===== src/rtl/mdio_master.sv =====
// Clause-22 MDIO management master: one read or write frame per accepted request,
// preamble then 32 frame bits, with mdc generated from a clk divider.
module mdio_master #(
  parameter int unsigned CLK_DIV      = 20,
  parameter int unsigned PREAMBLE_LEN = 32
) (
  input  logic        clk,
  input  logic        reset,
  input  logic        req,
  input  logic        rw,
  input  logic [4:0]  phy_addr,
  input  logic [4:0]  reg_addr,
  input  logic [15:0] wdata,
  output logic        busy,
  output logic        done,
  output logic [15:0] rdata,
  output logic        ta_err,
  output logic        mdc,
  output logic        mdio_o,
  output logic        mdio_t,
  input  logic        mdio_i
);

  typedef enum logic [1:0] {StIdle, StPreamble, StFrame} state_e;

  localparam logic [7:0] DivTerm = 8'(CLK_DIV - 1);
  localparam logic [5:0] PreTerm = 6'(PREAMBLE_LEN - 1);

  state_e      state_q, state_d;
  logic [7:0]  div_q, div_d;
  logic [5:0]  bit_q, bit_d;
  logic        mdc_q, mdc_d;
  logic        mdo_q, mdo_d;
  logic        mdt_q, mdt_d;
  logic        busy_q, busy_d;
  logic        done_q, done_d;
  logic [15:0] rdata_q, rdata_d;
  logic        ta_err_q, ta_err_d;
  logic [15:0] shift_q, shift_d;
  logic [31:0] frame_q, frame_d;
  logic        rd_q, rd_d;

  logic        tc;
  logic        mdc_rise;
  logic        mdc_fall;
  logic [5:0]  bit_nxt;

  always_ff @(posedge clk or negedge reset) begin
    if (!reset) begin
      state_q  <= StIdle;
      div_q    <= 8'd0;
      bit_q    <= 6'd0;
      mdc_q    <= 1'b0;
      mdo_q    <= 1'b1;
      mdt_q    <= 1'b1;
      busy_q   <= 1'b0;
      done_q   <= 1'b0;
      rdata_q  <= 16'd0;
      ta_err_q <= 1'b0;
      shift_q  <= 16'd0;
      frame_q  <= 32'd0;
      rd_q     <= 1'b0;
    end else begin
      state_q  <= state_d;
      div_q    <= div_d;
      bit_q    <= bit_d;
      mdc_q    <= mdc_d;
      mdo_q    <= mdo_d;
      mdt_q    <= mdt_d;
      busy_q   <= busy_d;
      done_q   <= done_d;
      rdata_q  <= rdata_d;
      ta_err_q <= ta_err_d;
      shift_q  <= shift_d;
      frame_q  <= frame_d;
      rd_q     <= rd_d;
    end
  end

  assign tc       = (div_q == DivTerm);
  assign mdc_rise = tc && !mdc_q;
  assign mdc_fall = tc && mdc_q;
  assign bit_nxt  = bit_q - 6'd1;

  always_comb begin
    state_d  = state_q;
    div_d    = div_q;
    bit_d    = bit_q;
    mdc_d    = mdc_q;
    mdo_d    = mdo_q;
    mdt_d    = mdt_q;
    busy_d   = busy_q;
    done_d   = 1'b0;
    rdata_d  = rdata_q;
    ta_err_d = ta_err_q;
    shift_d  = shift_q;
    frame_d  = frame_q;
    rd_d     = rd_q;

    unique case (state_q)
      StIdle: begin
        div_d  = 8'd0;
        mdc_d  = 1'b0;
        mdo_d  = 1'b1;
        mdt_d  = 1'b1;
        busy_d = 1'b0;
        if (req) begin
          // Read frames carry all-ones in TA/data: those bits are released anyway.
          frame_d = {2'b01, (rw ? 2'b10 : 2'b01), phy_addr, reg_addr,
                     (rw ? 2'b11 : 2'b10), (rw ? 16'hffff : wdata)};
          rd_d    = rw;
          bit_d   = PreTerm;
          state_d = StPreamble;
          busy_d  = 1'b1;
          mdt_d   = 1'b0;
          mdo_d   = 1'b1;
        end
      end

      StPreamble, StFrame: begin
        if (tc) begin
          div_d = 8'd0;
          mdc_d = ~mdc_q;
        end else begin
          div_d = div_q + 8'd1;
        end

        if (mdc_rise && (state_q == StFrame) && rd_q) begin
          if (bit_q == 6'd16) begin
            ta_err_d = mdio_i;
          end else if (bit_q < 6'd16) begin
            shift_d = {shift_q[14:0], mdio_i};
          end
        end

        if (mdc_fall) begin
          if (state_q == StPreamble) begin
            mdt_d = 1'b0;
            if (bit_q == 6'd0) begin
              state_d = StFrame;
              bit_d   = 6'd31;
              mdo_d   = frame_q[31];
            end else begin
              bit_d = bit_nxt;
              mdo_d = 1'b1;
            end
          end else if (bit_q == 6'd0) begin
            state_d = StIdle;
            div_d   = 8'd0;
            mdc_d   = 1'b0;
            mdo_d   = 1'b1;
            mdt_d   = 1'b1;
            busy_d  = 1'b0;
            done_d  = 1'b1;
            if (rd_q) begin
              rdata_d = shift_q;
            end
          end else begin
            bit_d = bit_nxt;
            // Read releases the line from the first TA bit (17) onwards.
            mdt_d = rd_q && (bit_nxt <= 6'd17);
            mdo_d = mdt_d ? 1'b1 : frame_q[bit_nxt[4:0]];
          end
        end
      end

      default: begin
        state_d = StIdle;
      end
    endcase
  end

  assign busy   = busy_q;
  assign done   = done_q;
  assign rdata  = rdata_q;
  assign ta_err = ta_err_q;
  assign mdc    = mdc_q;
  assign mdio_o = mdo_q;
  assign mdio_t = mdt_q;

endmodule


===== config.mk =====
export PLATFORM = sky130hd
export DESIGN_NAME = mdio_master
export DESIGN_NICKNAME = d
export VERILOG_FILES = /design/src/rtl/mdio_master.sv
export SDC_FILE = /design/constraint.sdc
export NUM_CORES = 1
export LEC_CHECK = 0
export BUFFER_PORTS_ARGS = -buffer_cell sky130_fd_sc_hd__buf_2
export CAP_MARGIN = 25
export CORE_UTILIZATION = 55
export CTS_CLUSTER_DIAMETER = 150
export DETAILED_ROUTE_END_ITERATION = 8
export PLACE_DENSITY = 0.79
export SYNTH_ARGS = -nofsm -noshare
export SYNTH_HDL_FRONTEND = slang
export SYNTH_SLANG_ARGS = --single-unit

===== constraint.sdc =====
create_clock -name clk -period 2.6 [get_ports clk]
set_input_delay 0.39 -clock clk [delete_from_list [all_inputs] [get_ports clk]]
set_output_delay 0.39 -clock clk [all_outputs]
set_load 0.01 [all_outputs]

# --- After elaboration in Yosys (flattened, before gate mapping) ---
# Index checks and enable logic that the tools add are counted.
# W data, S select, Z words.
op_classes:
  n_addsub: 2
  mul: 0
  div_mod_pow: 0
  n_lt_le_gt_ge: 3
  eq_ne: 9
  n_shift: 0
  muxes: 47
  n_bitwise: 3
  reduce_logical: 18
op_table:
  columns: ["operator", "n"]
  rows:
  - ["$mux W8", 4]
  - ["$mux W6", 5]
  - ["$mux W1", 23]
  - ["$mux W16", 1]
  - ["$pmux W8 S2", 1]
  - ["$mux W2", 6]
  - ["$pmux W6 S2", 1]
  - ["$reduce_and A4 Y1", 3]
  - ["$add A8 B1 Y8 const B", 1]
  - ["$eq A8 B5 Y1 const B", 1]
  - ["$ne A2 B2 Y1 const B", 4]
  - ["$pmux W1 S2", 4]
  - ["$eq A6 B5 Y1 const B", 1]
  - ["$le A6 B5 Y1 const B", 1]
  - ["$logic_not A6 Y1", 1]
  - ["$lt A5 B6 Y1 const B", 1]
  - ["$lt A6 B5 Y1 const B", 1]
  - ["$reduce_and A3 Y1", 2]
  - ["$sub A6 B1 Y6 const B", 1]
  - ["$bmux W1 S5", 1]
  - ["$logic_and A1 B1 Y1", 5]
  - ["$reduce_and A5 Y1", 1]
  - ["$pmux W2 S2", 1]
  - ["$reduce_and A2 Y1", 2]
  - ["other kinds (8)", 10]
totals:
  ff_bits: 86
  latch_bits: 0
  ramBits: 0
  mem_bits_ro: 0
  output_inout_bits: 22
  wordCells: 95
  memories: 0

# --- Logic depth before layout (Yosys ltp) ---
logic_depth:
  depth_word: 8
  depth_mapped: 11
  mapped_depth_nobuf: 10

# --- Worst setup path after synthesis ---
# OpenSTA, ideal clock, no wires.
synth_timing:
  path_type: "register -> register"
  from: "reg div_q[0]"
  to: "reg rdata_q[10], in the netlist rdata[10]"
  setup_ps: 125
  arrival_time_ps: 2195
  required_ps: 2475
  setup_slack_ps: 280
  stages_incl_launch_ff: 12
  n_path_buf: 1
  period_less_slack_ps: 2320
  path_cell_list: "dfrtp_1 -> ha_1 -> nand2b_1 -> nand4bb_1 -> inv_1 -> ha_1 -> nand2_1 -> or2_2 -> nor2_1 -> nand2_2 -> buf_4 -> mux2_2"
synth_via:
  elab_chain_len: 3
synth_rtl:
  columns: ["item", "line_no", "rtl"]
  rows:
  - ["start, declared", "30", "logic [7:0] div_q, div_d;"]
  - ["start signal, assigned", "65", "div_q <= div_d;"]
  - ["$eq A8 B5 Y1", "80", "assign tc = (div_q == DivTerm);"]
  - ["$logic_and A1 B1 Y1", "82", "assign mdc_fall = tc && mdc_q;"]
  - ["$reduce_and A5 Y1 (no source line)", null, null]
  - ["end signal, assigned", "72", "rdata_q <= rdata_d;"]
  - ["end, declared", "37", "logic [15:0] rdata_q, rdata_d;"]
# No other way between the ends.
# A chain may end at the register's enable or synchronous reset.

# --- Final worst setup path ---
layout_timing:
  from: "reg div_q[0]"
  to: "reg div_q[5]"
layout_via:
  elab_chain_len: 6
  word_cells_on_any_way: 8
  cone_classes: "add/sub: 1; eq/ne: 1; mux: 5; reduce/logical: 1"
layout_rtl:
  columns: ["item", "line_no", "rtl"]
  rows:
  - ["$add A8 B1 Y8 / $eq A8 B5 Y1 (equally long branches)", "125, 80", null]
  - ["$mux W8", "121", "if (tc) begin"]
  - ["$mux W8", "147", "end else if (bit_q == 6'd0) begin"]
  - ["$mux W8", "137", "if (state_q == StPreamble) begin"]
  - ["$mux W8 (*)", "136", "if (mdc_fall) begin"]
  - ["$pmux W8 S2 (*)", "100", "unique case (state_q)"]
# Mark *: on every way between the ends. The rest lies on a longest branch, timed or not.

==> impl_metrics.prom <==
# TYPE chip_impl_metric gauge
chip_impl_metric{name="total_leakage_power",unit="nW"} 2.33
chip_impl_info{name="setup.worst_path.class",value="reg2reg"} 1
chip_impl_metric{name="antenna_violations_before_repair",unit=""} 0
chip_impl_metric{name="post-dp-hpwl",unit="mm"} 5.39
chip_impl_metric{name="synth_sequential_area_ratio",unit="%"} 52.9
chip_impl_metric{name="final.setup_skew",unit="ns"} 0.0106
chip_impl_metric{name="via_count_of_the_first_global_routing_pass",unit=""} 2852
chip_impl_metric{name="worstPathMaxFanout",unit=""} 8
chip_impl_metric{name="cts-root-to-sink-buffers",unit=""} 2
chip_impl_metric{name="boundaryPins",unit=""} 53
chip_impl_info{name="critical_path.most_common_cell",value="sky130_fd_sc_hd__inv_1"} 1
chip_impl_info{name="layout_commonest_cell",value="sky130_fd_sc_hd__dfrtp_1"} 1
chip_impl_info{name="crit_family",value="compound AO/OA/AOI/OAI gates"} 1
chip_impl_metric{name="grt_start_max_net_pins",unit=""} 45
chip_impl_metric{name="crit_buf_inv",unit=""} 2
chip_impl_metric{name="clock_sink_count",unit=""} 83
chip_impl_metric{name="drc",unit=""} 0
chip_impl_info{name="class_of_the_most_critical_hold_timing_path",value="in2async"} 1
chip_impl_metric{name="clk-insertion-delay-late",unit="ns"} 0.35
chip_impl_metric{name="report.final.setup_viol",unit=""} 0
chip_impl_metric{name="drt-total-wl",unit="mm"} 7.75
chip_impl_metric{name="antenna_cells",unit=""} 0
chip_impl_metric{name="place.gp.congestion",unit=""} 0.826
chip_impl_info{name="crit_path_top_delay_cell",value="sky130_fd_sc_hd__dfrtp_1"} 1
chip_impl_metric{name="number_of_synthesized_flops_with_an_enable_pin",unit=""} 0
chip_impl_info{name="clock_tree_from_tritoncts",value="done"} 1
chip_impl_metric{name="post_route_antenna_net_violation_count",unit=""} 0
chip_impl_metric{name="timing.final.max_slew_violations",unit=""} 0
chip_impl_info{name="r2r-start",value="div_q[0]$_DFFE_PN0P_"} 1
chip_impl_info{name="commonest_cells_after_routing_fill_and_taps_aside",value="81 x sky130_fd_sc_hd__dfrtp_1, 51 x sky130_fd_sc_hd__buf_2, 47 x sky130_fd_sc_hd__mux2_2"} 1
chip_impl_metric{name="placement.io_buffers",unit=""} 52
chip_impl_info{name="timing.critical_path.to",value="div_q[5]$_DFFE_PN0P_"} 1
chip_impl_metric{name="tritoncts.num_buffers",unit=""} 9
chip_impl_metric{name="distinct_cells_synth",unit=""} 56
chip_impl_info{name="category_of_the_worst_setup_path_launch_point",value="flip-flop"} 1
chip_impl_metric{name="route.detailed.vias_per_inst",unit=""} 5.60
chip_impl_metric{name="finalHoldViolCount",unit=""} 0
chip_impl_metric{name="fp.coreArea",unit="mm²"} 0.00683
chip_impl_metric{name="vias",unit=""} 2772
chip_impl_metric{name="r2r.worst_path.cells",unit=""} 10
chip_impl_info{name="yosys.area.top_type",value="sky130_fd_sc_hd__dfrtp_1"} 1
chip_impl_metric{name="async_flop_share",unit="%"} 100
chip_impl_metric{name="postSynthRegisterBits",unit=""} 83
chip_impl_metric{name="timing.critical_path.depth",unit=""} 10
chip_impl_metric{name="final_min_period_over_clock_period",unit="%"} 91.8
chip_impl_metric{name="synthToLayoutAreaGrowth",unit="%"} 16.8
chip_impl_metric{name="yosys_warnings",unit=""} 0
chip_impl_metric{name="vdd_ir_drop_max",unit="µV"} 422
chip_impl_metric{name="cts_max_level",unit=""} 3
chip_impl_metric{name="area_share_of_the_largest_cell_type_after_synthesis",unit="%"} 51.6
chip_impl_metric{name="timing_worst_slew_pin_value",unit="ns"} 0.725
chip_impl_metric{name="drive_above_1_share",unit="%"} 37.1
chip_impl_info{name="timing.rr.end",value="div_q[5]$_DFFE_PN0P_"} 1
chip_impl_metric{name="grt_first_pass_wirelength",unit="mm"} 13.4
chip_impl_metric{name="fin_tns_setup",unit="ns"} 0
chip_impl_info{name="origin_of_the_worst_setup_path",value="div_q[0]$_DFFE_PN0P_"} 1
chip_impl_info{name="clk_root_buffer_cell",value="sky130_fd_sc_hd__clkbuf_8"} 1
chip_impl_info{name="outcome",value="complete, no violations"} 1
chip_impl_info{name="grt_setup_unrepaired",value="false"} 1
chip_impl_metric{name="initial_utilization",unit="%"} 57.5
chip_impl_metric{name="f_max",unit="MHz"} 419
chip_impl_metric{name="drt_first_iter_violations",unit=""} 204
chip_impl_metric{name="num_rows",unit=""} 30
chip_impl_metric{name="design.die.area",unit="mm²"} 0.00749
chip_impl_metric{name="avgRoutedWirePerCell",unit="µm"} 15.7
chip_impl_metric{name="synthesis.nets",unit=""} 376
chip_impl_metric{name="post_synth_instance_area",unit="mm²"} 0.00393
chip_impl_info{name="crit_chain",value="ha_1 -> nand2b_1 -> nand4bb_1 -> inv_1 -> ha_2 -> inv_1 -> o41ai_4 -> or2b_4 -> nor4_1 -> a211o_1"} 1
chip_impl_metric{name="die_h",unit="µm"} 86.5
chip_impl_metric{name="grt_overflow_total",unit=""} 0
chip_impl_metric{name="drt-pass1-iter-count",unit=""} 4
chip_impl_metric{name="critPathRequiredTime",unit="ns"} 2.84
chip_impl_metric{name="syn-mean-instance-area",unit="µm²"} 11.8
chip_impl_info{name="ys_dominant_reg_cell",value="sky130_fd_sc_hd__dfrtp_1"} 1
chip_impl_metric{name="synthCells",unit=""} 334
chip_impl_metric{name="pwr_density_cell",unit="mW/mm²"} 518
chip_impl_metric{name="timing.slew.headroom",unit="%"} 51.6
chip_impl_metric{name="die_x",unit="µm"} 86.5
chip_impl_metric{name="gr-usage-all-layers",unit="%"} 23.5
chip_impl_metric{name="layout.core_utilization",unit="%"} 67.2
chip_impl_info{name="cp-end-kind",value="flip-flop"} 1
chip_impl_metric{name="r2r_setup_slack",unit="ns"} 0.21
chip_impl_metric{name="finalWorstPathRequiredPeriod",unit="ns"} 2.39
chip_impl_info{name="netlist_top_cells_area",value="sky130_fd_sc_hd__dfrtp_1 52%, sky130_fd_sc_hd__mux2_2 13%, sky130_fd_sc_hd__ha_1 3.5%, sky130_fd_sc_hd__mux4_2 3.4%, sky130_fd_sc_hd__nor2_1 3.2%"} 1
chip_impl_metric{name="worst_path_largest_cell_delay",unit="ns"} 0.39
chip_impl_metric{name="maxCapViolations",unit=""} 0
chip_impl_metric{name="num-nets-final",unit=""} 436
chip_impl_metric{name="clk_pin_slew",unit="ns"} 0.09
chip_impl_metric{name="timing.critical_path.arrival",unit="ns"} 2.63
metrics by stage:
stage                     area (µm²)  setup WS [ns]  power [mW]  hold WS (ns)  instances
after floorplan                 3930          0.280        1.32        0.0944        334
after global placement          4330          0.156        1.38         0.425        478
after detailed placement        4330         0.0841        1.38         0.434        478
after CTS                       4560         0.0583        2.40        0.0526        494
after global routing            4590        0.00972        2.45        0.0799        495
final                           4590          0.213        2.38        0.0337        495
cell type report:
| cell class | instances | area, µm² |
|---|---|---|
| Fill cell | 552 | 2240 |
| Multi-Input combinational cell | 227 | 1770 |
| Timing Repair Buffer | 63 | 358 |
| Sequential cell | 83 | 2080 |
| Clock buffer | 9 | 124 |
| Tap cell | 96 | 120 |
| Clock inverter | 7 | 100 |
| Inverter | 10 | 37.5 |
registers in the layout, summed over array words and instances (netlist names), 2 cells and up:
register	cells
frame_q	29
state_q	2
shift_q	16
div_q	8
bit_q	6
rdata	16
kinds of logic (layout without fill, tap and decap cells):
logic type | count (synthesis) | count (layout) | share of synthesized area (%)
AND/OR/NAND/NOR | 99 | 100 | 12.4
buffers and inverters | 25 | 89 | 2.87
adder cells (fa/ha/maj) | 11 | 11 | 3.50
multiplexers | 56 | 56 | 17.7
flip-flops | 83 | 83 | 52.9
AO/OA/AOI/OAI | 56 | 56 | 9.55
XOR/XNOR | 4 | 4 | 1.08
power by group:
group | total, mW | internal [mW] | switching [mW]
Sequential | 1.29 | 1.29 | 0
Combinational | 0.0597 | 0.0221 | 0.0376
Clock | 1.03 | 0.547 | 0.483
routing by layer:
metal / vias up / wire (µm) / share of wire (%) / global-route usage, %
met5: - / 0 / 0 / 0
met4: 0 / 139 / 1.8 / 10.2
met3: 12 / 338 / 4.4 / 3.62
met2: 81 / 3840 / 49 / 38.1
met1: 1377 / 3440 / 44 / 31.8
li1: 1302 / - / - / -
cell usage after synthesis (3+ instances only):
cell type,number
sky130_fd_sc_hd__mux2_2,47
sky130_fd_sc_hd__dfrtp_1,81
sky130_fd_sc_hd__ha_1,11
sky130_fd_sc_hd__mux2i_1,3
sky130_fd_sc_hd__nor2_1,34
sky130_fd_sc_hd__inv_1,10
sky130_fd_sc_hd__or2_2,3
sky130_fd_sc_hd__mux4_2,6
sky130_fd_sc_hd__nor3_1,3
sky130_fd_sc_hd__nor4_1,3
sky130_fd_sc_hd__nand2b_1,6
sky130_fd_sc_hd__clkbuf_1,8
sky130_fd_sc_hd__nand2_1,26
sky130_fd_sc_hd__a21oi_1,6
sky130_fd_sc_hd__a31oi_1,4
sky130_fd_sc_hd__nor3b_1,3
sky130_fd_sc_hd__nand3_1,5
sky130_fd_sc_hd__o21ai_0,24
sky130_fd_sc_hd__nor2b_1,4
sky130_fd_sc_hd__buf_2,3
worst min path at each step:
stage	cells past startpoint	slack [ns]	to	start
after detailed placement	1	0.43	frame_q[14]$_DFFE_PN0P_	reset
after global routing	1	0.08	frame_q[7]$_DFFE_PN0P_	reset
final	1	0.03	frame_q[7]$_DFFE_PN0P_	reset
after CTS	1	0.05	frame_q[3]$_DFFE_PN0P_	reset
after global placement	1	0.43	frame_q[15]$_DFFE_PN0P_	reset
after floorplan	0	0.09	bit_q[0]$_DFFE_PN0P_	reset
repair_timing:
item                       4_1_cts  5_1_grt
gates resized for setup          0        7
buffers inserted                 0        0
hold buffers                     0        0
setup endpoints to repair        0       25
Note: power is estimated with default switching activity, not from simulation.
